### config.mk
export PLATFORM = sky130hd
export DESIGN_NAME = seq_shift_add_multiplier
export DESIGN_NICKNAME = d
export VERILOG_FILES = /design/src/rtl/seq_shift_add_multiplier.sv
export SDC_FILE = /design/constraint.sdc
export NUM_CORES = 1
export LEC_CHECK = 0
export ABC_AREA = 0
export BUFFER_PORTS_ARGS = -buffer_cell sky130_fd_sc_hd__clkbuf_2
export CORE_UTILIZATION = 30
export CTS_CLUSTER_SIZE = 8
export DETAILED_ROUTE_END_ITERATION = 10
export SKIP_CTS_REPAIR_TIMING = 1
export SLEW_MARGIN = 20
export SYNTH_ARGS = -nofsm -noshare
export SYNTH_HDL_FRONTEND = slang
export SYNTH_SLANG_ARGS = --single-unit
### constraint.sdc
create_clock -name clk -period 2.8 [get_ports clk]
set_input_delay 0.14 -clock clk [delete_from_list [all_inputs] [get_ports clk]]
set_output_delay 0.14 -clock clk [all_outputs]
set_load 0.005 [all_outputs]
### src/rtl/seq_shift_add_multiplier.sv
// Radix-2 shift-add sequential multiplier with signed/unsigned mode, Start/ready handshake and overflow flag.
// Define MULT_EARLY_TERM_EN to leave RUN as soon as the remaining multiplier bits are all zero.
module seq_shift_add_multiplier #(
    parameter int WORD_LENGTH = 4
) (
    input  logic                       clk,
    input  logic                       reset,
    input  logic                       Reset_Sync,
    input  logic                       Start,
    input  logic                       Signed,
    input  logic [WORD_LENGTH-1:0]     data_in_a,
    input  logic [WORD_LENGTH-1:0]     data_in_b,
    output logic [2*WORD_LENGTH-1:0]   data_out,
    output logic                       ready,
    output logic                       cout
);

    localparam int W     = WORD_LENGTH;
    localparam int CNT_W = $clog2(WORD_LENGTH + 1);

    typedef enum logic [1:0] {IDLE, RUN, DONE} state_t;

    state_t           state_q, state_d;
    logic [2*W-1:0]   acc_q, acc_d;
    logic [W-1:0]     mcand_q, mcand_d;
    logic [W-1:0]     mult_q, mult_d;
    logic [CNT_W-1:0] count_q, count_d;
    logic             sign_q, sign_d;
    logic             signed_q, signed_d;
    logic [2*W-1:0]   data_out_q, data_out_d;
    logic             ready_q, ready_d;
    logic             cout_q, cout_d;
    logic             last_iter;
    logic [2*W-1:0]   product;

    // -2^(W-1) maps to 2^(W-1), which still fits in W unsigned bits.
    function automatic logic [W-1:0] magnitude(input logic signed [W-1:0] v, input logic is_signed);
        if (is_signed && v[W-1]) return -v;
        return v;
    endfunction

    function automatic logic overflow(input logic [2*W-1:0] p, input logic is_signed);
        if (is_signed) return !((&p[2*W-1:W-1]) || !(|p[2*W-1:W-1]));
        return |p[2*W-1:W];
    endfunction

    always_comb begin
        state_d    = state_q;
        acc_d      = acc_q;
        mcand_d    = mcand_q;
        mult_d     = mult_q;
        count_d    = count_q;
        sign_d     = sign_q;
        signed_d   = signed_q;
        data_out_d = data_out_q;
        ready_d    = ready_q;
        cout_d     = cout_q;
        product    = sign_q ? -acc_q : acc_q;
        last_iter  = (count_q == CNT_W'(W - 1));
`ifdef MULT_EARLY_TERM_EN
        last_iter  = last_iter || ((mult_q >> 1) == '0);
`endif

        if (Reset_Sync) begin
            state_d    = IDLE;
            acc_d      = '0;
            mcand_d    = '0;
            mult_d     = '0;
            count_d    = '0;
            sign_d     = 1'b0;
            signed_d   = 1'b0;
            data_out_d = '0;
            ready_d    = 1'b1;
            cout_d     = 1'b0;
        end else begin
            case (state_q)
                IDLE: begin
                    if (Start) begin
                        signed_d = Signed;
                        sign_d   = Signed & (data_in_a[W-1] ^ data_in_b[W-1]);
                        mcand_d  = magnitude(data_in_a, Signed);
                        mult_d   = magnitude(data_in_b, Signed);
                        acc_d    = '0;
                        count_d  = '0;
                        ready_d  = 1'b0;
                        state_d  = RUN;
                    end
                end
                RUN: begin
                    if (mult_q[0]) acc_d = acc_q + ({{W{1'b0}}, mcand_q} << count_q);
                    mult_d  = mult_q >> 1;
                    count_d = count_q + CNT_W'(1);
                    if (last_iter) state_d = DONE;
                end
                DONE: begin
                    data_out_d = product;
                    cout_d     = overflow(product, signed_q);
                    ready_d    = 1'b1;
                    state_d    = IDLE;
                end
                default: state_d = IDLE;
            endcase
        end
    end

    always_ff @(posedge clk or negedge reset) begin
        if (!reset) begin
            state_q    <= IDLE;
            acc_q      <= '0;
            mcand_q    <= '0;
            mult_q     <= '0;
            count_q    <= '0;
            sign_q     <= 1'b0;
            signed_q   <= 1'b0;
            data_out_q <= '0;
            ready_q    <= 1'b1;
            cout_q     <= 1'b0;
        end else begin
            state_q    <= state_d;
            acc_q      <= acc_d;
            mcand_q    <= mcand_d;
            mult_q     <= mult_d;
            count_q    <= count_d;
            sign_q     <= sign_d;
            signed_q   <= signed_d;
            data_out_q <= data_out_d;
            ready_q    <= ready_d;
            cout_q     <= cout_d;
        end
    end

    assign data_out = data_out_q;
    assign ready    = ready_q;
    assign cout     = cout_q;

endmodule

# Word level (Yosys, flattened, before mapping)
# Cells that the tools add are included.
totals:
  reg_bits: 33
  inputBits: 13
op_classes:
  mux: 48
  bitwise: 2
  addsub: 5
  n_eq_ne: 6
  reduce_logical: 19
  shifts: 1
op_table:
  columns: ["cell", "count"]
  rows:
  - ["two-way mux 8 bit", 6]
  - ["two-way mux 4 bit", 9]
  - ["two-way mux 1 bit", 23]
  - ["one-hot mux 8 bit (2 select lines)", 1]
  - ["!= test 3 bit (second input constant)", 3]
  - ["adder 8 bit", 1]
  - ["negator 4 bit", 2]
  - ["negator 8 bit", 1]
  - ["one-hot mux 4 bit (2 select lines)", 1]
  - ["AND reduction 2 bit", 4]
  - ["<< shifter 4 x 3 -> 8 bit", 1]
  - ["two-way mux 2 bit", 3]
  - ["two-way mux 3 bit", 2]
  - ["one-hot mux 3 bit (2 select lines)", 1]
  - ["nonzero test 2 bit", 3]
  - ["nonzero test 3 bit", 2]
  - ["AND reduction 5 bit", 1]
  - ["OR reduction 5 bit", 1]
  - ["one-hot mux 2 bit (2 select lines)", 1]
  - ["OR reduction 4 bit", 1]
  - ["adder 3 x 1 -> 3 bit (second input constant)", 1]
  - ["equality test 3 x 2 -> 1 bit (second input constant)", 1]
  - ["AND reduction 3 bit", 1]
  - ["equality test 2 x 1 -> 1 bit (second input constant)", 1]
  - ["8 further kinds", 10]

# Longest topological paths before layout
depth:
  word_depth: 10
  ltp_mapped: 10
  ltp_nobuf: 9

# Least setup slack after synthesis
# Ideal clock, no wire load.
synth_timing:
  kind: "register -> register"
  startpoint: "register count_q[0]"
  endpoint: "register acc_q[7]"
  stages_incl_launch_ff: 10
  t_required_ns: 2.668
  arrival_ns: 2.291
  path_slack_ns: 0.378
  path_buffers: 1
  period_less_slack_ns: 2.422
  cell_sequence: "dfrtp_1 buf_6 mux4_2 and2_1 ha_1 a21o_1 a21oi_1 a32o_1 mux2i_1 o211ai_1"
synth_between:
  elab_chain_len: 5
synth_lines:
  columns: ["element", "line_no", "text"]
  rows:
  - ["start: declaration", "27", "logic [CNT_W-1:0] count_q, count_d;"]
  - ["start signal: assignment", "123", "count_q <= count_d;"]
  - ["<< shifter 4 x 3 -> 8 bit", "90", "if (mult_q[0]) acc_d = acc_q + ({{W{1'b0}}, mcand_q} << count_q);"]
  - ["adder 8 bit", "90", null]
  - ["two-way mux 8 bit", "90", null]
  - ["one-hot mux 8 bit (2 select lines)", "76", "case (state_q)"]
  - ["two-way mux 8 bit", "64", "if (Reset_Sync) begin"]
  - ["end signal: assignment", "109", "acc_q <= '0;"]
  - ["end signal: assignment", "120", "acc_q <= acc_d;"]
  - ["end: declaration", "24", "logic [2*W-1:0] acc_q, acc_d;"]
# Every way passes these cells. The select of a mux whose other input is x is not followed.
# A chain may end at the register's enable or synchronous reset.

# Final worst setup path
layout_timing:
  startpoint: "register mcand_q[0]"
  endpoint: "register acc_q[7]"
layout_between:
  elab_chain_len: 5
layout_lines:
  columns: ["element", "line_no", "text"]
  rows:
  - ["start: declaration", "25", "logic [W-1:0] mcand_q, mcand_d;"]
  - ["start signal: assignment", "121", "mcand_q <= mcand_d;"]
  - ["<< shifter 4 x 3 -> 8 bit", "90", null]
  - ["adder 8 bit", "90", null]
  - ["two-way mux 8 bit", "90", null]
  - ["one-hot mux 8 bit (2 select lines)", "76", null]
  - ["two-way mux 8 bit", "64", null]
# Every way passes these cells. The select of a mux whose other input is x is not followed.

==> summary.txt <==
Setup path
  • Critical path class: register to register
  • Crit-path cells: mux4_2 -> and2_1 -> ha_1 -> a21o_1 -> a21oi_1 -> a32o_1 -> mux2i_1 -> o211ai_1
  • Slowest-stage cell, CP: mux4_2
  • Critical path's largest stage delay: 0.48 ns
  • Critical path arrival: ~2.6 ns
  • CP Max Fanout: 5
  • Req. time, crit path: roughly 3.0 ns
  • Nature of the critical path endpoint: register
  • CP Launch Type: register
  • R2R cell count: 8

Route
  • Drt initial violations: between 40 and 50
  • Vias/cell: 4.86
  • ANT nets after route: 0
  • Drt pass-1 iters: 4
  • DRC Markers: 0
  • Routed WL per cell: ~13 um
  • Top layer in use: met4
  • Met2 routed WL: between 1500 and 2000 um
  • Met3 Wirelength: 143 um
  • M1 WL: 2180 um
  • Overall routed net length: ~4300 um
  • Vias post-DR: between 1500 and 2000

Synthesis
  • Number of distinct library cells after synthesis: 48
  • Post-Syn Area: 2110 um^2
  • Post-synth EDFFs: 0
  • Synth warnings: 0
  • Seq cells post-synth: 33
  • Yosys top cell area share: 0.380
  • Ys flop type: dfrtp_1
  • Dominant cells by area after synthesis: dfrtp_1, ha_1, nand2_1
  • Area leader, netlist: dfrtp_1
  • Mapped Nets: 244
  • Post-synthesis sequential area ratio: 0.393
  • Post-synth ARST share: 1.00
  • Top cells by count, synth: dfrtp_1, nand2_1, o21ai_0
  • Post-synthesis cell count: 218
  • Syn avg cell area: approximately 9.7 um^2

Power and ir drop
  • Seq pwr share: 0.506
  • Psw: between 200 and 300 uW
  • PnR Total Power: between 1 and 1.5 mW
  • Logic gate share of total power: 0.129
  • Internal power: ~750 uW
  • Clock power share: 0.365
  • Switch share: 0.260
  • PD cells: around 420 nW/um^2
  • Leakage power: 1.07 nW
  • VDD IR max: 0.000282 V

Layout
  • Nets: about 270
  • Layout cells sized above 1: 0.169
  • Area Overhead vs Synth: 13.8%
  • Fin area: roughly 2400 um^2
  • Antenna diode count: 0

Timing
  • Worst Max-Slew Pin Slew: 0.831 ns
  • Slew HR: 0.446
  • Fmax: approximately 0.41 GHz
  • Setup TNS: 0 ns
  • Clock Skew: 0.0111 ns
  • PnR worst setup slack: around 0.35 ns
  • Final hold vios: 32
  • Unrepaired setup endpoints after global routing: false
  • Final Slew Violations: 0
  • WHS: -0.0581 ns
  • Setup-failing EPs final: 0
  • Final Cycle Share: 0.876
  • Period minus WS final: ~2.5 ns

GRT
  • GRT overflow: 0
  • GRT Util Overall: 0.125
  • Initial antenna violation count: 0
  • Largest net degree at the start of global routing: 34
  • Vias in the first global route: about 1500
  • Global-route wire length before repair: slightly above 7000 um

Clocking
  • CTS tree: yes
  • Clock Pin Slew Worst Setup and Hold Paths: approximately 0.07 ns
  • H-tree depth: 2
  • Clk sinks: 33
  • Clk buf depth: 2
  • Clock latency on the worst-skew pair: slightly below 0.3 ns
  • Total CTS buffers: 5
  • Root buffer cell: clkbuf_8

Floorplan
  • Die H: between 80 and 90 um
  • I/O pin count: 23
  • Initial Util: 0.310
  • Die X: about 86 um
  • Std cell rows: 30
  • Die ar.: between 7000 and 8000 um^2
  • Core area: a little under 7000 um^2

Place
  • Placed cell area: 2310 um^2
  • GPL Wtd Cong: 0.919
  • IO buf count: 22
  • Post-DP HPWL: about 3300 um
  • Post-place setup slack: 0.352 ns

Run status
  • Violated checks: hold timing
  • Status: finished, violations left

Min path
  • Min-Delay Path Class: input port to async pin

Run
  • Max Cap Viol: 0
==> state kept, by name (all words and copies together) (netlist names) <==
name,count
sign_q,1
mcand_q,4
signed_q,1
data_out,8
count_q,3
state_q,2
cout,1
mult_q,4
acc_q,8
ready,1
==> power groups by stage <==
stage	logic, mW	clock network [mW]	registers, mW
after floorplan	0.0953	0	0.513
after global placement	0.132	0	0.519
after detailed placement	0.133	0	0.520
after CTS	0.134	0.381	0.511
after global routing	0.149	0.403	0.514
final	0.131	0.369	0.511
==> per-layer routing <==
layer	track usage	vias to the layer above
met2	0.192	35
met1	0.165	767
met3	0.0327	9
met5	0	-
met4	0.0576	0
li1	-	833
==> path summary, 6_finish.rpt <==
path / start / endpoint / slack [ns]
min in group clk: data_in_a[0] / mcand_q[0] / 0.10
max in group asynchronous: reset / mult_q[2] / 2.33
hold reg to reg: ready / ready / 0.46
setup / recovery: mcand_q[0] / acc_q[7] / 0.35
hold / removal: reset / acc_q[7] / -0.06
setup reg to reg: mcand_q[0] / acc_q[7] / 0.35
==> cell families (layout without fill, tap and decap cells) <==
group,after synthesis,in the layout,synth area share
xor+xnor,13,13,0.0541
compound gates,62,62,0.216
simple gates,67,67,0.157
flops,33,33,0.393
fa+ha+maj,13,13,0.0808
mux,10,10,0.0553
buf+inv,20,44,0.0440
==> critical path, delay by kind of cell (launching register included) <==
family	cells	cell delay (ns)
flip-flops	1	0.41
adder cells (fa/ha/maj)	1	0.34
AO/OA/AOI/OAI	4	0.71
AND/OR/NAND/NOR	1	0.18
multiplexers	2	0.68
==> through the flow <==
stage	utilization	hold slack (ns)	cells
detailed placement	0.340	0.285	330
CTS	0.353	-0.0253	338
global placement	0.340	0.282	330
global route	0.353	0.0140	338
finish	0.353	-0.0581	338
floorplan	-	-0.156	218
==> cells in the final DEF, fill, tap and decap left out, types with 4 or more instances in the layout <==
cell type	Yosys	final
nand2_1	32	32
dfrtp_1	32	32
clkbuf_2	0	22
o21ai_0	20	20
ha_1	12	12
inv_1	11	11
a22o_1	8	8
nor2_1	7	7
xnor2_1	7	7
mux2i_1	6	6
xor2_1	6	6
clkbuf_8	0	6
nor3_1	5	5
and2_1	5	5
a21oi_1	5	5
o31ai_1	5	5
nor2b_1	4	4
==> cell type report <==
class                   instances  area (um^2)
fillers                       721         4400
multi-input cells             165         1190
flip-flops and latches         33          827
repair buffers                 25          133
well taps                      96          120
clock buffers                   8         90.1
inverters                      11         41.3
(Power assumes the default switching activity.)
